**config.mk**
```make
export PLATFORM = sky130hd
export DESIGN_NAME = demux_1x2_sched
export DESIGN_NICKNAME = d
export VERILOG_FILES = /design/src/rtl/demux_sched_pkg.sv /design/src/rtl/demux_out_slot.sv /design/src/rtl/demux_1x2_sched.sv
export SDC_FILE = /design/constraint.sdc
export NUM_CORES = 1
export LEC_CHECK = 0
export BUFFER_PORTS_ARGS = -buffer_cell sky130_fd_sc_hd__buf_2
export CELL_PAD_IN_SITES_DETAIL_PLACEMENT = 0
export CELL_PAD_IN_SITES_GLOBAL_PLACEMENT = 1
export CORE_ASPECT_RATIO = 0.75
export CORE_MARGIN = 10
export CORE_UTILIZATION = 40
export CTS_BUF_LIST = sky130_fd_sc_hd__clkbuf_8
export CTS_CLUSTER_DIAMETER = 200
export DETAILED_ROUTE_END_ITERATION = 10
export GPL_TIMING_DRIVEN = 0
export PLACE_DENSITY_LB_ADDON = 0.25
export SLEW_MARGIN = 15
export SYNTH_ARGS = -nofsm -noshare
export SYNTH_HDL_FRONTEND = slang
export SYNTH_HIERARCHICAL = 1
export SYNTH_SLANG_ARGS = --single-unit
```
**constraint.sdc**
```tcl
create_clock -name Clk -period 4.8 [get_ports Clk]
set_input_delay 0.96 -clock Clk [delete_from_list [all_inputs] [get_ports Clk]]
set_output_delay 0.96 -clock Clk [all_outputs]
set_load 0.01 [all_outputs]
```
**src/rtl/demux_sched_pkg.sv**
```systemverilog
// Shared types and constants for the 1:2 demux scheduler.
// The optional DEMUX_SCHED_STATS_EN build uses STATS_W for its per-channel drain counters.
package demux_sched_pkg;

    typedef enum logic {
        S_CH0 = 1'b0,
        S_CH1 = 1'b1
    } state_t;

    localparam logic MODE_RR  = 1'b0;
    localparam logic MODE_TAG = 1'b1;

    localparam int STATS_W = 16;

    function automatic state_t sel_to_state(input logic sel);
        return sel ? S_CH1 : S_CH0;
    endfunction

endpackage

```
**src/rtl/demux_out_slot.sv**
```systemverilog
// One-entry valid/ready register slice feeding one demux output channel.
// A load while the slot drains replaces the old beat, giving one beat per cycle.
module demux_out_slot #(
    parameter int WIDTH = 8
) (
    input  logic             Clk,
    input  logic             Rst,
    input  logic             load,
    input  logic [WIDTH-1:0] data_in,
    output logic             Valid,
    input  logic             Ready,
    output logic [WIDTH-1:0] Data
);

    logic             valid_q;
    logic [WIDTH-1:0] data_q;

    always_ff @(posedge Clk) begin
        if (Rst) begin
            valid_q <= 1'b0;
            data_q  <= '0;
        end else if (load) begin
            valid_q <= 1'b1;
            data_q  <= data_in;
        end else if (valid_q && Ready) begin
            valid_q <= 1'b0;
        end
    end

    assign Valid = valid_q;
    assign Data  = data_q;

endmodule

```
**src/rtl/demux_1x2_sched.sv**
```systemverilog
// 1:2 demux sequencer: burst round-robin or tag-directed steering into two output slots.
// Define DEMUX_SCHED_STATS_EN to add saturating per-channel drain counters Cnt0/Cnt1.
module demux_1x2_sched
    import demux_sched_pkg::*;
#(
    parameter int WIDTH = 8,
    parameter int BURST = 4
) (
    input  logic             Clk,
    input  logic             Rst,
    input  logic             Mode,
    input  logic [WIDTH-1:0] In_Data,
    input  logic             In_Dest,
    input  logic             In_Valid,
    output logic             In_Ready,
    output logic [WIDTH-1:0] Y0_Data,
    output logic             Y0_Valid,
    input  logic             Y0_Ready,
    output logic [WIDTH-1:0] Y1_Data,
    output logic             Y1_Valid,
    input  logic             Y1_Ready,
    output logic             Cur_Sel,
    output logic             Busy
`ifdef DEMUX_SCHED_STATS_EN
    ,
    output logic [STATS_W-1:0] Cnt0,
    output logic [STATS_W-1:0] Cnt1
`endif
);

    localparam logic [7:0] BURST_LAST = 8'(BURST - 1);

    state_t           state_q, state_d;
    logic [7:0]       cnt_q, cnt_d;
    logic             mode_q, mode_d;
    logic             mode_eff;
    logic             tgt;
    logic             accept;
    logic [1:0]       slot_full;
    logic [1:0]       slot_ready;
    logic [1:0]       slot_load;
    logic [WIDTH-1:0] slot_data [2];

    // At a burst boundary the live Mode input governs, so a pending mode change
    // applies to the very next beat; mid-burst the latched mode holds.
    assign mode_eff   = (cnt_q == '0) ? Mode : mode_q;
    assign tgt        = (mode_eff == MODE_TAG) ? In_Dest : (state_q == S_CH1);
    assign slot_ready = {Y1_Ready, Y0_Ready};
    assign In_Ready   = ~Rst & (~slot_full[tgt] | slot_ready[tgt]);
    assign accept     = In_Valid & In_Ready;

    genvar gi;
    generate
        for (gi = 0; gi < 2; gi++) begin : g_slot
            assign slot_load[gi] = accept & (tgt == 1'(gi));

            demux_out_slot #(.WIDTH(WIDTH)) u_slot (
                .Clk     (Clk),
                .Rst     (Rst),
                .load    (slot_load[gi]),
                .data_in (In_Data),
                .Valid   (slot_full[gi]),
                .Ready   (slot_ready[gi]),
                .Data    (slot_data[gi])
            );
        end
    endgenerate

    always_ff @(posedge Clk) begin
        if (Rst) begin
            state_q <= S_CH0;
            cnt_q   <= '0;
            mode_q  <= MODE_RR;
        end else begin
            state_q <= state_d;
            cnt_q   <= cnt_d;
            mode_q  <= mode_d;
        end
    end

    always_comb begin
        state_d = state_q;
        cnt_d   = cnt_q;
        mode_d  = mode_q;
        if (cnt_q == '0) begin
            mode_d = Mode;
        end
        if (accept) begin
            if (mode_eff == MODE_TAG) begin
                state_d = sel_to_state(In_Dest);
                cnt_d   = '0;
            end else if (cnt_q == BURST_LAST) begin
                cnt_d   = '0;
                state_d = (state_q == S_CH0) ? S_CH1 : S_CH0;
            end else begin
                cnt_d = cnt_q + 8'd1;
            end
        end
    end

    assign Y0_Data  = slot_data[0];
    assign Y1_Data  = slot_data[1];
    assign Y0_Valid = slot_full[0];
    assign Y1_Valid = slot_full[1];
    assign Cur_Sel  = (state_q == S_CH1);
    assign Busy     = (|slot_full) | (cnt_q != '0);

`ifdef DEMUX_SCHED_STATS_EN
    logic [STATS_W-1:0] stat_q [2];

    generate
        for (gi = 0; gi < 2; gi++) begin : g_stat
            always_ff @(posedge Clk) begin
                if (Rst) begin
                    stat_q[gi] <= '0;
                end else if (slot_full[gi] && slot_ready[gi] && (stat_q[gi] != '1)) begin
                    stat_q[gi] <= stat_q[gi] + 1'b1;
                end
            end
        end
    endgenerate

    assign Cnt0 = stat_q[0];
    assign Cnt1 = stat_q[1];
`endif

endmodule

```
==> impl_metrics.csv <==
group,metric,value,unit
outcome,status,"finished clean",
global_routing,gr-total-overflow,0,
cells_and_area,multi_input_area,719,sq um
clock_network,clock_latency,0.27,ns
cells_and_area,antenna-diode-count,0,
logic_synthesis,synthCells,144,
placed_design,gpl.final_weighted_congestion,0.774,
logic_synthesis,synth.ff_latch_count,28,
placed_design,io_buffers,35,
setup_path,critical_path.slowest_cell,"sky130_fd_sc_hd__nor4_2",
routing,first_pass_iters,4,
setup_path,cells_traversed_along_the_worst_timing_path,"nor4_2 -> nand3_2 -> mux2i_4 -> mux2i_1 -> nor2_1 -> buf_2",
logic_synthesis,synth_warnings,6,
clock_network,post_cts_hold_buffer_count,0,
setup_path,start_kind,"flip-flop",
setup_path,worstReg2RegStart,"cnt_q[5]",
clock_network,ctsLongestPathBuffers,2,
placed_design,dp_cells,219,
logic_synthesis,seq_area_frac_synth,40.5,%
global_routing,antenna_found_initial,0,
die,initial_core_util,41.8,%
setup_path,ff2ff_path_depth,9,
pwr,power_density,351,nW/um^2
cells_and_area,final-instance-count-excl-fill,223,
worst_hold_path,hold_path_depth,2,
sta,report.final.hold_viol_count,0,
die,io_pins,36,
cells_and_area,nets,201,
die,design.die.area,6230,sq um
logic_synthesis,synth_top_area_share,40.5,%
routing,drt-vias-per-instance,5.04,
setup_path,r2r-end,"g_slot[0].u_slot/Data[1]",
clock_network,cts_setup_buffers,0,
setup_path,slowest_delay,0.43,ns
cells_and_area,fillCellCount,334,
clock_network,ctsHtreeMaxLevel,1,
sta,max_clock_freq,323,MHz
placed_design,place_ws,1.93,ns
clock_network,cts_resized,0,
clock_network,number_of_cts_inserted_buffers,3,
logic_synthesis,syn_area,1380,sq um
sta,fin_setup_tns,0,ns
sta,worst_slack,1.71,ns
cells_and_area,syn_to_final_growth,21.4,%
routing,drt-wirelength-per-cell,14.7,microns
die,placementRows,18,
global_routing,groute.usage.overall,10.7,%
logic_synthesis,yosys-top-cells-area,"sky130_fd_sc_hd__dfxtp_1 41%, sky130_fd_sc_hd__mux2i_1 12%, sky130_fd_sc_hd__nor2_1 6.5%",
pwr,total_leakage_power,0.000696,uW
logic_synthesis,synthesis.nets,161,
sta,grt_setup_unrepaired,"false",
sta,finalMaxSlewViolations,0,
clock_network,clk_root_buffer_cell,"sky130_fd_sc_hd__clkbuf_8",
setup_path,cp_max_fo,7,
routing,detail_route.wirelength,3270,microns
cells_and_area,seq_area,561,sq um
sta,maxSlewHeadroom,69.5,%
setup_path,ff2ff_setup_slack,2.37,ns
logic_synthesis,synthDominantAreaCellType,"sky130_fd_sc_hd__dfxtp_1",
cells_and_area,post_route_cells_drive_above_1_share,33.9,%
global_routing,grt_max_degree,17,
pwr,vdd_ir_drop_max,0.000151,V
sta,max_slew.worst_pin.slew,0.458,ns
setup_path,worst_ep_arrival_time,2.13,ns
routing,post_detailed_route_drc_marker_count,0,
worst_hold_path,hold_end,"g_slot[0].u_slot/Data[5]",
global_routing,via_count_of_the_first_global_routing_pass,1157,
routing,detail_route.iter0.violations,61,
die,placeableCoreArea,3310,sq um
setup_path,end_kind,"primary output",
die,die_width,87.9,microns
setup_path,criticalPathCategory,"reg -> out",
setup_path,cp.required,3.84,ns
routing,antenna_left,0,
logic_synthesis,avgSynthCellArea,9.60,sq um
logic_synthesis,synth_cell_type_count,37,
clock_network,cts.sink_count,28,
die,die-height,70.9,microns
placed_design,place_hpwl,2560,microns
clock_network,cts.clk_slew.worst_paths,0.10,ns
run,maxCapViolCount,0,
routing,dr_total_vias,1125,
worst_hold_path,hp-start,"g_slot[0].u_slot/Data[5]",
pwr,power.total,590,uW
sta,min_period,3.09,ns
worst_hold_path,hp-class,"reg -> reg",
sta,setup_violation_total_in_the_final_timing_report,0,
clock_network,cts_tree,"done",
sta,fin_crit_sh,64.4,%
global_routing,grt_pass1_wl,5570,microns
sta,clock-skew-final,0.00727,ns
-- report_power, final --
group | internal [uW] | total (uW) | switching (uW) | leakage, uW
Combinational | 69.9 | 148 | 78.0 | 0.000433
Sequential | 247 | 257 | 10.1 | 0.000227
Clock | 112 | 186 | 74.1 | 0.0000357
Total | 428 | 590 | 162 | 0.000696
-- critical path, delay by kind of cell, from the launching register on --
family        cells  cell delay, ns
simple gates      3            0.69
mux               2            0.66
flops             1            0.36
buf+inv           1            0.16
-- cell families after synthesis --
kind of cell | Yosys count | share of synthesized area [%]
and+or+nand+nor | 51 | 19.2
DFF | 28 | 40.5
AOI/OAI and AO/OA | 25 | 15.2
muxes | 20 | 15.8
buffers and inverters | 18 | 7.42
adders and majority gates | 2 | 1.81
-- cells in the mapped netlist --
| master | number |
|---|---|
| sky130_fd_sc_hd__a21oi_1 | 3 |
| sky130_fd_sc_hd__buf_6 | 3 |
| sky130_fd_sc_hd__inv_1 | 11 |
| sky130_fd_sc_hd__o31ai_1 | 1 |
| sky130_fd_sc_hd__clkbuf_2 | 2 |
| sky130_fd_sc_hd__nor4_2 | 1 |
| sky130_fd_sc_hd__or2_2 | 1 |
| sky130_fd_sc_hd__nor3_1 | 1 |
| sky130_fd_sc_hd__mux2i_1 | 17 |
| sky130_fd_sc_hd__nor2b_1 | 1 |
| sky130_fd_sc_hd__nand2b_1 | 7 |
| sky130_fd_sc_hd__mux2i_4 | 1 |
| sky130_fd_sc_hd__mux2_2 | 1 |
| sky130_fd_sc_hd__nor4_1 | 1 |
| sky130_fd_sc_hd__nand3_2 | 1 |
| sky130_fd_sc_hd__nand2_1 | 3 |
| sky130_fd_sc_hd__clkbuf_1 | 1 |
| sky130_fd_sc_hd__or3_2 | 2 |
| sky130_fd_sc_hd__and2_1 | 1 |
| sky130_fd_sc_hd__a311oi_1 | 1 |
| sky130_fd_sc_hd__a21o_2 | 1 |
| sky130_fd_sc_hd__dfxtp_1 | 28 |
| sky130_fd_sc_hd__mux2_4 | 1 |
| sky130_fd_sc_hd__nand3_1 | 4 |
| sky130_fd_sc_hd__o21ai_0 | 1 |
| sky130_fd_sc_hd__o32ai_1 | 6 |
| sky130_fd_sc_hd__a31oi_1 | 3 |
| sky130_fd_sc_hd__nor2_1 | 24 |
| sky130_fd_sc_hd__a41oi_1 | 1 |
| sky130_fd_sc_hd__nor3b_1 | 2 |
| sky130_fd_sc_hd__o21ba_2 | 1 |
| sky130_fd_sc_hd__o21a_1 | 1 |
| sky130_fd_sc_hd__clkbuf_8 | 1 |
| sky130_fd_sc_hd__nand2_4 | 1 |
| sky130_fd_sc_hd__or3_1 | 1 |
| sky130_fd_sc_hd__a21boi_2 | 6 |
| sky130_fd_sc_hd__ha_1 | 2 |
-- through the flow --
| step | instance area, sq um | hold slack [ns] | utilization, % |
|---|---|---|---|
| after floorplan | 1380 | 0.459 | - |
| after global placement | 1610 | 0.469 | 48.6 |
| after detailed placement | 1610 | 0.481 | 48.6 |
| after CTS | 1680 | 0.506 | 50.7 |
| after global routing | 1680 | 0.525 | 50.7 |
| final | 1680 | 0.498 | 50.7 |
-- layout by cell type (no fill, tap or decap), types with 2 or more instances in the layout --
cell type,instances
sky130_fd_sc_hd__buf_2,35
sky130_fd_sc_hd__dfxtp_1,28
sky130_fd_sc_hd__nor2_1,24
sky130_fd_sc_hd__mux2i_1,17
sky130_fd_sc_hd__inv_1,11
sky130_fd_sc_hd__nand2b_1,7
sky130_fd_sc_hd__a21boi_2,6
sky130_fd_sc_hd__o32ai_1,6
sky130_fd_sc_hd__clkbuf_8,4
sky130_fd_sc_hd__nand3_1,4
sky130_fd_sc_hd__a31oi_1,3
sky130_fd_sc_hd__buf_6,3
sky130_fd_sc_hd__a21oi_1,3
sky130_fd_sc_hd__nand2_1,3
sky130_fd_sc_hd__nor3b_1,2
sky130_fd_sc_hd__or3_2,2
sky130_fd_sc_hd__ha_1,2
sky130_fd_sc_hd__clkbuf_2,2
-- state kept, by name (all words and copies together) (netlist names) --
| register | count |
|---|---|
| Cur_Sel | 1 |
| g_slot.u_slot/Data | 16 |
| cnt_q | 8 |
| g_slot.u_slot/Valid | 2 |
| mode_q | 1 |
-- metal layers --
metal / track usage, % / part of all wire (%) / vias up
li1: - / - / 578
met1: 14.7 / 50 / 516
met2: 16.3 / 44 / 29
met3: 3.66 / 6.2 / 2
met4: 1.06 / 0.40 / 0
met5: 0 / 0 / -
-- worst max-delay path by stage --
stage / depth (start not counted) / from / end / slack, ns
after global placement: 5 / Mode / In_Ready / 1.93
after detailed placement: 5 / Mode / In_Ready / 1.93
after floorplan: 3 / Mode / In_Ready / 2.28
after CTS: 6 / cnt_q[5] / In_Ready / 1.69
final: 6 / cnt_q[5] / In_Ready / 1.71
after global routing: 6 / cnt_q[5] / In_Ready / 1.48
-- cell type report --
class                   instances  area share (%)
flip-flops and latches         28            33.4
plain buffers                   7            3.65
clock buffers                   3            2.46
clock inverters                 1            1.79
well taps                      40            2.98
inverters                      11            2.46
repair buffers                 35            10.4
multi-input cells              98            42.8
Note: power is estimated with default switching activity, not from simulation.
